===== src/rtl/mult_div_seq_if.sv =====
// rtl/mult_div_seq_if.sv - decoder <-> multiply/divide sequencer signal bundle
interface mult_div_seq_if #(
  parameter int WIDTH = 16
);
  logic             start;
  logic [1:0]       op;
  logic [WIDTH-1:0] operand_a;
  logic [WIDTH-1:0] operand_b;
  logic             hi_lo_wr_en;
  logic             hi_lo_sl;
  logic [WIDTH-1:0] wr_data;
  logic [WIDTH-1:0] hi_out;
  logic [WIDTH-1:0] lo_out;
  logic             instr_stall_sl;
  logic             ready_out;
  logic             busy;
  logic             div_by_zero;

  modport master (
    output start, op, operand_a, operand_b, hi_lo_wr_en, hi_lo_sl, wr_data,
    input  hi_out, lo_out, instr_stall_sl, ready_out, busy, div_by_zero
  );

  modport slave (
    input  start, op, operand_a, operand_b, hi_lo_wr_en, hi_lo_sl, wr_data,
    output hi_out, lo_out, instr_stall_sl, ready_out, busy, div_by_zero
  );
endinterface


===== src/rtl/mult_div_seq.sv =====
// rtl/mult_div_seq.sv - iterative multiply/divide sequencer owning HI/LO
module mult_div_seq #(
  parameter int WIDTH = 16
) (
  input logic             clock,
  input logic             reset,
  mult_div_seq_if.slave   bus
);
  localparam int CW = $clog2(WIDTH + 1);

  typedef enum logic [2:0] {IDLE, PREP, RUN, FIX, DONE} state_t;

  state_t             state, state_next;
  logic [1:0]         op_q;
  logic               sign_a, sign_b;
  logic [WIDTH-1:0]   a_raw, a_mag, b_mag;
  logic [2*WIDTH-1:0] acc;
  logic [CW-1:0]      cnt;
  logic [WIDTH-1:0]   hi_q, lo_q;
  logic               dbz_q;

  logic               is_div, neg_res, in_signed;
  logic [WIDTH:0]     mul_sum;
  logic [2*WIDTH-1:0] mul_next;
  logic [2*WIDTH:0]   div_shift;
  logic [WIDTH+1:0]   div_diff;
  logic [2*WIDTH-1:0] div_next;
  logic [2*WIDTH-1:0] prod_fix;
  logic [WIDTH-1:0]   quot_fix, rem_fix;

  assign is_div    = op_q[1];
  assign neg_res   = op_q[0] & (sign_a ^ sign_b);
  assign in_signed = bus.op[0];

  always_ff @(posedge clock or posedge reset) begin
    if (reset) state <= IDLE;
    else       state <= state_next;
  end

  always_comb begin
    state_next = state;
    case (state)
      IDLE: if (bus.start) state_next = PREP;
      PREP: state_next = (is_div && b_mag == '0) ? DONE : RUN;
      RUN:  if (cnt == CW'(1)) state_next = FIX;
      FIX:  state_next = DONE;
      DONE: state_next = IDLE;
      default: state_next = IDLE;
    endcase
  end

  // Multiply keeps the multiplier in the low half and shifts the product in from the top;
  // divide keeps remainder:quotient and shifts the dividend out of the low half.
  always_comb begin
    mul_sum   = {1'b0, acc[2*WIDTH-1:WIDTH]} + (acc[0] ? {1'b0, a_mag} : '0);
    mul_next  = {mul_sum, acc[WIDTH-1:1]};
    div_shift = {acc, 1'b0};
    div_diff  = {1'b0, div_shift[2*WIDTH:WIDTH]} - {2'b00, b_mag};
    div_next  = div_diff[WIDTH+1] ? div_shift[2*WIDTH-1:0]
                                  : {div_diff[WIDTH-1:0], div_shift[WIDTH-1:1], 1'b1};
    prod_fix  = neg_res ? -acc : acc;
    quot_fix  = neg_res ? -acc[WIDTH-1:0] : acc[WIDTH-1:0];
    rem_fix   = sign_a ? -acc[2*WIDTH-1:WIDTH] : acc[2*WIDTH-1:WIDTH];
  end

  always_ff @(posedge clock or posedge reset) begin
    if (reset) begin
      op_q   <= '0;
      sign_a <= 1'b0;
      sign_b <= 1'b0;
      a_raw  <= '0;
      a_mag  <= '0;
      b_mag  <= '0;
      acc    <= '0;
      cnt    <= '0;
      hi_q   <= '0;
      lo_q   <= '0;
      dbz_q  <= 1'b0;
    end else begin
      case (state)
        IDLE: begin
          if (bus.start) begin
            op_q   <= bus.op;
            sign_a <= in_signed & bus.operand_a[WIDTH-1];
            sign_b <= in_signed & bus.operand_b[WIDTH-1];
            a_raw  <= bus.operand_a;
            a_mag  <= (in_signed & bus.operand_a[WIDTH-1]) ? -bus.operand_a : bus.operand_a;
            b_mag  <= (in_signed & bus.operand_b[WIDTH-1]) ? -bus.operand_b : bus.operand_b;
          end else if (bus.hi_lo_wr_en) begin
            if (bus.hi_lo_sl) hi_q <= bus.wr_data;
            else              lo_q <= bus.wr_data;
          end
        end
        PREP: begin
          cnt <= CW'(WIDTH);
          if (is_div) begin
            acc <= {{WIDTH{1'b0}}, a_mag};
            if (b_mag == '0) begin
              dbz_q <= 1'b1;
              hi_q  <= a_raw;
              lo_q  <= '1;
            end else begin
              dbz_q <= 1'b0;
            end
          end else begin
            acc <= {{WIDTH{1'b0}}, b_mag};
          end
        end
        RUN: begin
          cnt <= cnt - CW'(1);
          acc <= is_div ? div_next : mul_next;
        end
        FIX: begin
          if (is_div) begin
            lo_q <= quot_fix;
            hi_q <= rem_fix;
          end else begin
            hi_q <= prod_fix[2*WIDTH-1:WIDTH];
            lo_q <= prod_fix[WIDTH-1:0];
          end
        end
        default: ;
      endcase
    end
  end

  assign bus.hi_out         = hi_q;
  assign bus.lo_out         = lo_q;
  assign bus.div_by_zero    = dbz_q;
  assign bus.busy           = (state != IDLE);
  assign bus.ready_out      = (state == DONE);
  assign bus.instr_stall_sl = ((state == IDLE) & bus.start) | (state == PREP) |
                              (state == RUN) | (state == FIX);
endmodule


===== src/flat_wrapper.sv =====
// flat-port wrapper written by rule: the top's interface ports become plain ports
module mult_div_seq_flat 
#(
  parameter int WIDTH = 16
)
  (clock, reset, bus_start, bus_op, bus_operand_a, bus_operand_b, bus_hi_lo_wr_en, bus_hi_lo_sl, bus_wr_data, bus_hi_out, bus_lo_out, bus_instr_stall_sl, bus_ready_out, bus_busy, bus_div_by_zero);
  mult_div_seq_if #(.WIDTH(WIDTH)) bus_i ();
  input logic clock;
  input logic reset;
  input wire logic [$bits(bus_i.start)-1:0] bus_start;
  input wire logic [$bits(bus_i.op)-1:0] bus_op;
  input wire logic [$bits(bus_i.operand_a)-1:0] bus_operand_a;
  input wire logic [$bits(bus_i.operand_b)-1:0] bus_operand_b;
  input wire logic [$bits(bus_i.hi_lo_wr_en)-1:0] bus_hi_lo_wr_en;
  input wire logic [$bits(bus_i.hi_lo_sl)-1:0] bus_hi_lo_sl;
  input wire logic [$bits(bus_i.wr_data)-1:0] bus_wr_data;
  output wire logic [$bits(bus_i.hi_out)-1:0] bus_hi_out;
  output wire logic [$bits(bus_i.lo_out)-1:0] bus_lo_out;
  output wire logic [$bits(bus_i.instr_stall_sl)-1:0] bus_instr_stall_sl;
  output wire logic [$bits(bus_i.ready_out)-1:0] bus_ready_out;
  output wire logic [$bits(bus_i.busy)-1:0] bus_busy;
  output wire logic [$bits(bus_i.div_by_zero)-1:0] bus_div_by_zero;
  assign bus_i.start = bus_start;
  assign bus_i.op = bus_op;
  assign bus_i.operand_a = bus_operand_a;
  assign bus_i.operand_b = bus_operand_b;
  assign bus_i.hi_lo_wr_en = bus_hi_lo_wr_en;
  assign bus_i.hi_lo_sl = bus_hi_lo_sl;
  assign bus_i.wr_data = bus_wr_data;
  assign bus_hi_out = bus_i.hi_out;
  assign bus_lo_out = bus_i.lo_out;
  assign bus_instr_stall_sl = bus_i.instr_stall_sl;
  assign bus_ready_out = bus_i.ready_out;
  assign bus_busy = bus_i.busy;
  assign bus_div_by_zero = bus_i.div_by_zero;
  mult_div_seq #(.WIDTH(WIDTH)) u_core (.clock(clock), .reset(reset), .bus(bus_i));
endmodule

===== config.mk =====
export PLATFORM = sky130hd
export DESIGN_NAME = mult_div_seq_flat
export DESIGN_NICKNAME = d
export VERILOG_FILES = /design/src/rtl/mult_div_seq_if.sv /design/src/rtl/mult_div_seq.sv /design/src/flat_wrapper.sv
export SDC_FILE = /design/constraint.sdc
export NUM_CORES = 1
export LEC_CHECK = 0
export BUFFER_PORTS_ARGS = -buffer_cell sky130_fd_sc_hd__buf_4
export CAP_MARGIN = 0
export CORE_MARGIN = 2
export CORE_UTILIZATION = 45
export DETAILED_ROUTE_END_ITERATION = 16
export PLACE_DENSITY = 0.72
export SLEW_MARGIN = 10
export SYNTH_ARGS = -nofsm -noshare
export SYNTH_HDL_FRONTEND = slang
export SYNTH_SLANG_ARGS = --single-unit

===== constraint.sdc =====
create_clock -name clock -period 9 [get_ports clock]
set_input_delay 1.8 -clock clock [delete_from_list [all_inputs] [get_ports clock]]
set_output_delay 1.8 -clock clock [all_outputs]
set_load 0.01 [all_outputs]

==> reports/qor.csv <==
stage,metric,value,unit
status,status,completed,
sta,clock_skew,0.01273,ns
sta,hold_viol_final,0,
layout,antenna_cells,0,
synth,synth_top_family_by_area,compound AO/OA/AOI/OAI gates,
sta,rsz0062_at_grt,no,
cts,clock-sinks,124,
synth,yosysTopAreaCellShare,35.44,%
global_route,gr-total-overflow,0,
detailed_routing,ant_nets,0,
power,p_leak,4.655,nW
synth,yosysWarnings,0,
power,ir_drop,0.0002047,V
synth,synth_edf_count,0,
synth,seq_area_frac_synth,35.44,%
placed_design,dp_hpwl,19.30,mm
synth,synthTopCellsByArea,"dfrtp_1 (35%), nand2_1 (7.0%), mux2i_1 (5.5%)",
synth,synth-xor-area-share,7.402,%
layout,multiInputGateArea,5273,sq um
die,dieArea,20590,sq um
global_route,grt_max_degree,83,
die,rows,51,
cts,numCtsBuffers,17,
cts,clk_pin_slew,0.06,ns
sta,finalSetupViolCount,0,
setup_path,cp.arrival,2.26,ns
layout,finish.instance_area,10200,sq um
cts,cts-root-buf,clkbuf_16,
global_route,grt_pass1_wl,41.44,mm
cts,cts_tree,built,
setup_path,slowest_delay,0.15,ns
sta,drv_slew,0,
die,dieWidth,143.5,um
power,p_sw_share,47.87,%
synth,synth_top_flop_cell,dfrtp_1,
power,combPwrFrac,54.2,%
synth,synth-simple-area-share,19.26,%
die,initial_core_util,45.44,%
cts,cts_hold_buf,0,
global_route,antenna_found_initial,0,
layout,syn_to_final_growth,16.52,%
setup_path,cpLargestDelayFamily,buffers and inverters,
power,cell_internal_pwr,0.002068,W
power,seq_power_share,29.3,%
detailed_routing,route.detailed.drc,0,
power,power_density,388.8,nW/um^2
die,io_pins,91,
layout,nFillCells,1873,
global_route,grt_usage,26.04,%
setup_path,cp-start-kind,input port,
cts,postCtsSetupRepairBufs,0,
placed_design,port_buffers,90,
placed_design,placed_area,9638,sq um
die,die_h,143.5,um
detailed_routing,routed_wl,25.97,mm
layout,fin_util,52.94,%
setup_path,cpMostUsedCell,buf_4,
setup_path,cp-end-kind,output port,
die,core_area,19270,sq um
detailed_routing,firstDrtPassIters,5,
cts,htree_levels,4,
synth,ys_types,68,
sta,fin_crit,4.062,ns
worst_hold_path,hold_path_class,register to register,
sta,tns,0,ns
synth,synth_cells,1048,
cts,cts_resized,0,
layout,nNetsFinal,1205,
setup_path,slowest_stage,buf_4,
flow_run,max_cap_viol_count,0,
setup_path,critical_path.cell_chain,buf_4 -> nor3_1 -> nor2_1 -> buf_4,
synth,syn_nets,1143,
power,finalPower,0.003967,W
synth,synth-adder-area-share,5.887,%
cts,clk_path_buf_depth,2,
layout,drive_gt1_share,13.45,%
detailed_routing,drt_first_iter_violations,877,
detailed_routing,wl_per_cell,18.71,um
setup_path,path_buf_inv,2,
synth,synthArstFlopShare,100.0,%
setup_path,path_max_fanout,4,
sta,fmax,246.2,MHz
synth,synth_compound_area_share,21.39,%
cts,clock_latency,0.43,ns
synth,yosys.area.top_type,dfrtp_1,
layout,seq_area,3104,sq um
power,p_clk_share,16.5,%
setup_path,path_class,input port to output port,
power,netSwitchingPower,0.001899,W
synth,ys_seq_elements,124,
synth,avgSynthCellArea,8.355,sq um
sta,fin_crit_sh,45.14,%
setup_path,required,7.20,ns
global_route,grt_pass1_vias,7721,
placed_design,place_congestion,0.9561,
detailed_routing,vias_per_cell,5.942,
detailed_routing,vias,8247,
synth,syn_area,8756,sq um
synth,synthMuxAreaShare,6.002,%
sta,worstMarginPinSlew,1.106,ns
sta,slew_headroom,26.23,%
metal layers:
metal	share of wire (%)	up-vias	track usage, %
li1	-	3878	-
met1	43	3950	36.22
met5	0	-	0
met3	7.6	61	5.265
met4	3.0	0	9.030
met2	46	358	40.50
power by group through the flow:
stage | sequential (W) | clock, W | combinational [W]
floorplan | 0.00102 | 0 | 0.00158
global placement | 0.00115 | 0 | 0.00208
detailed placement | 0.00116 | 0 | 0.00212
CTS | 0.00115 | 0.000661 | 0.00213
global route | 0.00119 | 0.000690 | 0.00239
finish | 0.00116 | 0.000655 | 0.00215
cells in the final DEF (no fill, tap or decap), drive strengths merged, types with 25 or more instances in the layout:
master	instances
ha	38
a21oi	49
inv	52
nor2	69
dfrtp	124
xnor2	49
xor2	25
nand2	163
nor3	26
buf	101
o21ai	92
mux2i	48
state kept, by name, summed over array words and instances, names as in the netlist:
signal	count
u_core.acc	32
u_core.a_mag	16
u_core.b_mag	16
u_core.bus.hi_out	16
u_core.bus.lo_out	16
u_core.a_raw	15
u_core.cnt	5
u_core.state	3
u_core.op_q	2
u_core.bus.div_by_zero	1
u_core.sign_a	1
u_core.sign_b	1
path summary, 6_finish.rpt:
kind,slack (ns),cells past startpoint,to,start
hold / removal,0.48,2,u_core.a_raw[11]$_DFFE_PP0P_,u_core.a_raw[11]$_DFFE_PP0P_
setup reg to reg,5.44,9,u_core.acc[19]$_DFFE_PP0P_,u_core.acc[16]$_DFFE_PP0P_
setup / recovery,4.94,4,bus_instr_stall_sl,bus_start
hold reg to reg,0.48,2,u_core.a_raw[11]$_DFFE_PP0P_,u_core.a_raw[11]$_DFFE_PP0P_
min in group asynchronous,1.51,2,u_core.acc[28]$_DFFE_PP0P_,reset
max in group asynchronous,6.14,3,u_core.a_raw[7]$_DFFE_PP0P_,reset
area by class of cell:
class | instances | share of cell area, %
Clock inverter | 14 | 1.226
Tap cell | 265 | 3.250
Sequential cell | 124 | 30.43
Inverter | 45 | 1.680
Timing Repair Buffer | 101 | 7.432
Multi-Input combinational cell | 821 | 51.68
Clock buffer | 18 | 4.305
through the flow:
step / setup WS [ns] / hold WS [ns] / instances
2_1_floorplan: 3.901 / 0.4379 / 1048
6_report: 4.938 / 0.4811 / 1388
5_1_grt: 4.885 / 0.5072 / 1388
3_5_place_dp: 4.927 / 0.4697 / 1356
3_3_place_gp: 4.936 / 0.4563 / 1356
4_1_cts: 4.925 / 0.4832 / 1388
cell usage after synthesis, types with 12 or more instances:
master and instances:
a21oi_1 48, xor2_1 25, o211ai_1 14, inv_1 44
dfrtp_1 124, o22ai_1 20, nand2b_1 12, nor2_1 69
nor3_1 26, o21ai_0 90, mux2i_1 48, and2_1 21
o221ai_1 17, xnor2_1 49, nand2_1 163, o31ai_1 15
ha_1 38, clkbuf_1 49, nand3_1 21
worst register-to-register path, stage by stage (launching register included):
cell       delay, ns
dfrtp_1         0.58
ha_1            0.30
nor2b_1         0.14
o31a_1          0.29
o211ai_1        0.27
o21ai_1         0.22
a2111oi_4       0.74
buf_4           0.34
mux2_2          0.36
o31ai_1         0.22
cell families (layout without fill, tap and decap cells):
group                    count (synthesis)  in the layout
AO/OA/AOI/OAI                          290            290
AND/OR/NAND/NOR                        365            365
buffers and inverters                  103            178
multiplexers                            52             52
adder cells (fa/ha/maj)                 40             40
flip-flops                             124            124
XOR/XNOR                                74             74
No activity file was read; power rests on OpenSTA's default activity.
